### config.mk
export PLATFORM = sky130hd
export DESIGN_NAME = blinky_mc
export DESIGN_NICKNAME = d
export VERILOG_FILES = /design/src/rtl/blinky_mc.sv
export SDC_FILE = /design/constraint.sdc
export NUM_CORES = 1
export LEC_CHECK = 0
export ABC_AREA = 1
export ABC_CLOCK_PERIOD_IN_PS = 6600
export CORE_MARGIN = 1.5
export CORE_UTILIZATION = 30
export CTS_CLUSTER_DIAMETER = 60
export CTS_CLUSTER_SIZE = 20
export DETAILED_ROUTE_END_ITERATION = 12
export PLACE_DENSITY = 0.52
export SLEW_MARGIN = 20
export SYNTH_ARGS = -nofsm -noshare
export SYNTH_HDL_FRONTEND = slang
export SYNTH_SLANG_ARGS = --single-unit
export TNS_END_PERCENT = 30
### constraint.sdc
create_clock -name clk_i -period 6.6 [get_ports clk_i]
set_input_delay 0.99 -clock clk_i [delete_from_list [all_inputs] [get_ports clk_i]]
set_output_delay 0.99 -clock clk_i [all_outputs]
set_load 0.1 [all_outputs]
### src/rtl/blinky_mc.sv
`timescale 1ns/1ps
// Multi-channel LED blinker: one staging register feeds NCH independent
// channels, each holding OFF / ON / BLINK / BURST behaviour.

module blinky_mc_ch #(
    parameter int PW = 16,
    parameter int BW = 8
) (
    input  logic          clk_i,
    input  logic          rst_ni,
    input  logic          en_i,
    input  logic          apply_i,
    input  logic [1:0]    mode_i,
    input  logic [PW-1:0] period_i,
    input  logic [PW-1:0] duty_i,
    input  logic [BW-1:0] burst_i,
    output logic          blinky_o,
    output logic          done_o
);
    localparam logic [1:0] S_IDLE  = 2'd0;
    localparam logic [1:0] S_SOLID = 2'd1;
    localparam logic [1:0] S_RUN   = 2'd2;
    localparam logic [1:0] S_DONE  = 2'd3;

    logic [1:0]    r_state;
    logic          r_burst_mode;
    logic [PW-1:0] r_period;
    logic [PW-1:0] r_duty;
    logic [BW-1:0] r_nburst;
    logic [PW-1:0] r_cnt;
    logic [BW-1:0] r_bcnt;
    logic          r_blinky;
    logic          r_done;

    logic          w_wrap;
    logic [PW-1:0] w_cnt_nxt;
    logic [BW-1:0] w_bcnt_nxt;
    logic          w_last;

    assign w_wrap     = (r_cnt == r_period);
    assign w_cnt_nxt  = w_wrap ? '0 : r_cnt + 1'b1;
    assign w_bcnt_nxt = r_bcnt + 1'b1;
    assign w_last     = r_burst_mode && w_wrap && (w_bcnt_nxt == r_nburst);

    // Apply takes priority over run progress, so a config landing on the
    // burst-completion edge suppresses that done pulse.
    always_ff @(posedge clk_i or negedge rst_ni) begin
        if (!rst_ni) begin
            r_state      <= S_IDLE;
            r_burst_mode <= 1'b0;
            r_period     <= '0;
            r_duty       <= '0;
            r_nburst     <= '0;
            r_cnt        <= '0;
            r_bcnt       <= '0;
            r_blinky     <= 1'b0;
            r_done       <= 1'b0;
        end else begin
            r_done <= 1'b0;
            if (apply_i) begin
                r_burst_mode <= (mode_i == 2'b11);
                r_period     <= period_i;
                r_duty       <= duty_i;
                r_nburst     <= burst_i;
                r_cnt        <= '0;
                r_bcnt       <= '0;
                case (mode_i)
                    2'b00: begin
                        r_state  <= S_IDLE;
                        r_blinky <= 1'b0;
                    end
                    2'b01: begin
                        r_state  <= S_SOLID;
                        r_blinky <= 1'b1;
                    end
                    2'b10: begin
                        r_state  <= S_RUN;
                        r_blinky <= (duty_i != '0);
                    end
                    2'b11: begin
                        if (burst_i == '0) begin
                            r_state  <= S_DONE;
                            r_blinky <= 1'b0;
                            r_done   <= 1'b1;
                        end else begin
                            r_state  <= S_RUN;
                            r_blinky <= (duty_i != '0);
                        end
                    end
                endcase
            end else if (r_state == S_RUN && en_i) begin
                r_cnt <= w_cnt_nxt;
                if (r_burst_mode && w_wrap)
                    r_bcnt <= w_bcnt_nxt;
                if (w_last) begin
                    r_state  <= S_DONE;
                    r_blinky <= 1'b0;
                    r_done   <= 1'b1;
                end else begin
                    r_blinky <= (w_cnt_nxt < r_duty);
                end
            end
        end
    end

    assign blinky_o = r_blinky;
    assign done_o   = r_done;
endmodule

module blinky_mc #(
    parameter int NCH = 4,
    parameter int PW  = 16,
    parameter int BW  = 8,
    localparam int CW = (NCH > 1) ? $clog2(NCH) : 1
) (
    input  logic           clk_i,
    input  logic           rst_ni,
    input  logic           en_i,
    input  logic           cfg_valid_i,
    output logic           cfg_ready_o,
    input  logic [CW-1:0]  cfg_ch_i,
    input  logic [1:0]     cfg_mode_i,
    input  logic [PW-1:0]  cfg_period_i,
    input  logic [PW-1:0]  cfg_duty_i,
    input  logic [BW-1:0]  cfg_burst_i,
    output logic [NCH-1:0] blinky_o,
    output logic [NCH-1:0] done_o
);
    logic          r_stg_vld;
    logic [CW-1:0] r_stg_ch;
    logic [1:0]    r_stg_mode;
    logic [PW-1:0] r_stg_period;
    logic [PW-1:0] r_stg_duty;
    logic [BW-1:0] r_stg_burst;

    assign cfg_ready_o = ~r_stg_vld;

    // Staging holds one config for exactly one cycle; ready drops meanwhile.
    always_ff @(posedge clk_i or negedge rst_ni) begin
        if (!rst_ni) begin
            r_stg_vld    <= 1'b0;
            r_stg_ch     <= '0;
            r_stg_mode   <= '0;
            r_stg_period <= '0;
            r_stg_duty   <= '0;
            r_stg_burst  <= '0;
        end else if (cfg_valid_i && !r_stg_vld) begin
            r_stg_vld    <= 1'b1;
            r_stg_ch     <= cfg_ch_i;
            r_stg_mode   <= cfg_mode_i;
            r_stg_period <= cfg_period_i;
            r_stg_duty   <= cfg_duty_i;
            r_stg_burst  <= cfg_burst_i;
        end else begin
            r_stg_vld    <= 1'b0;
        end
    end

    // Channel numbers at or above NCH match no instance and are dropped.
    for (genvar g = 0; g < NCH; g++) begin : g_ch
        logic w_apply;
        assign w_apply = r_stg_vld && (r_stg_ch == CW'(g));

        blinky_mc_ch #(.PW(PW), .BW(BW)) u_ch (
            .clk_i    (clk_i),
            .rst_ni   (rst_ni),
            .en_i     (en_i),
            .apply_i  (w_apply),
            .mode_i   (r_stg_mode),
            .period_i (r_stg_period),
            .duty_i   (r_stg_duty),
            .burst_i  (r_stg_burst),
            .blinky_o (blinky_o[g]),
            .done_o   (done_o[g])
        );
    end
endmodule

==> results.md <==
- Worst Tran Pin Value: slightly above 1000 ps
- Core ar.: around 56000 µm²
- Yosys top cell area share: 0.4727
- CTS max path bufs: 3
- Launch point of the worst reg-to-reg path: r_stg_ch[0]
- Yosys cell types: between 40 and 50
- Commonest cells in the netlist: nand2_1 (705), inv_1 (329), dfrtp_1 (321)
- Post-DRT Antenna Nets: 0
- Endpoint class of the critical path: primary output
- Cell taking the most area after synthesis: dfrtp_1
- Fin Setup TNS: 0 ps
- Rel. slew slack: 0.3077
- RD Place Congestion: about 0.82
- Wire per inst: around 16 µm
- FFs w/ async S/R, synth: 1.000
- Largest net degree at the start of global routing: ~150
- Post-synth EDFFs: 0
- Final net count: about 2300
- Ant. Diodes: 0
- Period utilization: 0.5256
- Pre-antenna DRT Iters: 6
- Final Worst Setup Slack: roughly 3100 ps
- Layout cells sized above 1: 0.05768
- # setup viols final: 0
- First-pass GRT wire length: ~77000 µm
- Post-CTS setup buffer count: 0
- Post-CTS Resized: 0
- Final core occ: 0.3450
- Vias in the first global route: around 14000
- Gr ovfl total: 0
- CTS tree: done
- Area occupied by multi-input gates: 7390 µm²
- Initial antenna violation count: 0
- Post-synthesis cell area: between 15000 and 20000 µm²
- Startpoint Class: flip-flop
- Die height: roughly 240 µm
- LEAKAGE: about 9.6 nW
- Drt first-iter violations: approximately 1100
- Critical Path Start: r_stg_vld
- Main area contributors after synthesis: dfrtp_1 (47%), nand2_1 (16%), inv_1 (7.3%)
- Fin. max-slew vios: 0
- Crit Path Max Fanout: 6
- Syn nets: between 2000 and 2500
- WP data arrival: ~2500 ps
- Ys Warns: 0
- Layout area overhead: 14.04%
- Max-Cap Viols: 0
- Final instance area: 19380 µm²
- Worst path buffer plus inverter count: 2
- Worst path cell trace: inv_2 > clkdlybuf4s50_1
- Max IR drop VDD: around 0.19 mV
- Hold Violations, Final: 0
- Sw power: roughly 2.3 mW
- Initial Utilization: 0.3025
- Skew-Pair Late Insertion Delay: between 500 and 600 ps
- Die Wd: between 200 and 250 µm
- Pre-CTS setup slack: about 3300 ps
- H-tree Lvls: 1
- Post-DP HPWL: approximately 34000 µm
- Vias per inst: 4.775
- Fmax: about 290 MHz
- Total number of vias: roughly 14000
- Flip-flop and latch area: about 8000 µm²
- CTS Buf Count: 29
- Sw Share: 0.3650
- Fillers: ~5900
- Class of the worst hold path: input pin to asynchronous set/reset pin
- Slowest-stage cell, CP: clkdlybuf4s50_1
- Total wire length: ~49000 µm
- Seq/Total Area, Yosys: 0.4727
- CP Class: flip-flop to primary output
- Worst-path clk slew: ~70 ps
- # clock sinks: ~320
- Pwr/cell area: roughly 330 nW/µm²
- WHS: 443.1 ps
- Top-count cell post-synth: nand2_1
- Sequential Power Share: 0.434
- Logic pwr share: 0.265
- RSZ-0062 raised after global routing: false
- Die area: roughly 58000 µm²
- #FFs+latches synth: ~320
- Clock network power share: 0.301
- Avg Cell Area, Syn: about 7.7 µm²
- Root Driver: clkbuf_16
- Post-route DRC: 0
- CP required: between 5000 and 6000 ps
- Global Route Usage Sum: 0.1705
- Top_reg_cell synth: dfrtp_1
- IO Pins: 57
- P_int: roughly 4.1 mW
- Status: complete, no violations
- IO Port Bufs: 56
- Row count: 87
- CP top delay family: buffers and inverters
- Hold Buf Count CTS: 0
- Post-layout min period: about 3500 ps
- Skew final: ~22 ps
- Crit-path max cell delay: ~1300 ps
- Placed instance area: around 18000 µm²
- Syn Inst Count: ~2200
[final timing paths]
kind                       slack [ps]  cells after the start                   endpoint
hold / removal                    440                      1   g_ch[0].u_ch.r_nburst[1]
setup reg to reg                 3480                      8     g_ch[1].u_ch.r_cnt[11]
min in group clk_i                500                      2  g_ch[2].u_ch.r_burst_mode
hold reg to reg                   500                      2  g_ch[2].u_ch.r_burst_mode
max in group asynchronous        4680                      2   g_ch[0].u_ch.r_period[2]
setup / recovery                 3130                      2                cfg_ready_o
[sequential cells by signal, indices dropped and copies added (netlist names), 4 cells and up]
register	count
g_ch.u_ch.r_duty	64
g_ch.u_ch.blinky_o	4
g_ch.u_ch.r_bcnt	32
r_stg_duty	16
g_ch.u_ch.r_burst_mode	4
g_ch.u_ch.r_cnt	64
r_stg_burst	8
r_stg_period	16
g_ch.u_ch.done_o	4
g_ch.u_ch.r_nburst	32
g_ch.u_ch.r_period	64
g_ch.u_ch.r_state	8
[layer usage]
metal | routed length (µm) | vias up | track usage
li1 | - | 7095 | -
met1 | 24600 | 6869 | 0.2613
met2 | 20300 | 357 | 0.2518
met3 | 2989 | 52 | 0.02608
met4 | 886 | 0 | 0.03333
met5 | 0 | - | 0
[stage by stage]
| step | power (mW) | cells |
|---|---|---|
| 6_report | 6.390 | 3010 |
| 3_3_place_gp | 4.455 | 2958 |
| 3_5_place_dp | 4.506 | 2958 |
| 4_1_cts | 6.460 | 3010 |
| 5_1_grt | 6.838 | 3010 |
| 2_1_floorplan | 3.925 | 2205 |
[cell type report]
cell class,instances,share of cell area
clock buffers,31,0.03887
clock inverters,21,0.01705
inverters,347,0.06728
multi-input cells,1472,0.3813
flip-flops and latches,321,0.4145
well taps,756,0.04881
repair buffers,62,0.03215
[power groups by stage]
stage	combinational, mW	clock, mW	sequential, mW
final	1.69	1.92	2.77
after global routing	1.97	2.05	2.83
after CTS	1.71	1.97	2.77
after detailed placement	1.70	0	2.80
after global placement	1.66	0	2.80
after floorplan	1.28	0	2.64
[cells by family (layout without fill, tap and decap cells)]
logic type / count (synthesis) / after routing / share of synthesized area
buffers and inverters: 412 / 461 / 0.09344
DFF: 321 / 321 / 0.4727
AOI/OAI and AO/OA: 375 / 375 / 0.1203
muxes: 2 / 2 / 0.001178
and+or+nand+nor: 998 / 998 / 0.2473
xor gates and xnor gates: 29 / 29 / 0.01495
adders and majority gates: 68 / 68 / 0.05007
[worst reg2reg max path: cells and delay by family (launching register included)]
| family | cells | cell delay (ps) |
|---|---|---|
| buf+inv | 4 | 1480 |
| simple gates | 3 | 1010 |
| flops | 1 | 430 |
| compound gates | 1 | 80 |
[layout by cell type, fill, tap and decap left out, types with 7 or more instances in the layout]
master           synthesis  final
inv_1                  329    329
inv_2                   17     17
xor2_1                  16     16
o21ai_1                  9      9
nand2_1                705    705
nand3_1                 69     69
clkbuf_16                0     29
nor4_1                   8      8
nor3_1                  14     13
nor2_1                 113    113
or2_2                   13     13
nand4_1                 34     34
ha_1                    68     68
a211oi_1                 8      8
nor2_2                   8      8
dfrtp_1                321    321
nor3_4                   5      7
nand2_2                  8      8
o22ai_1                 66     66
a21oi_1                 30     30
xnor2_1                 13     13
clkdlybuf4s50_1          0     55
o21ai_0                241    241
Power figures use the tool's default switching activity.
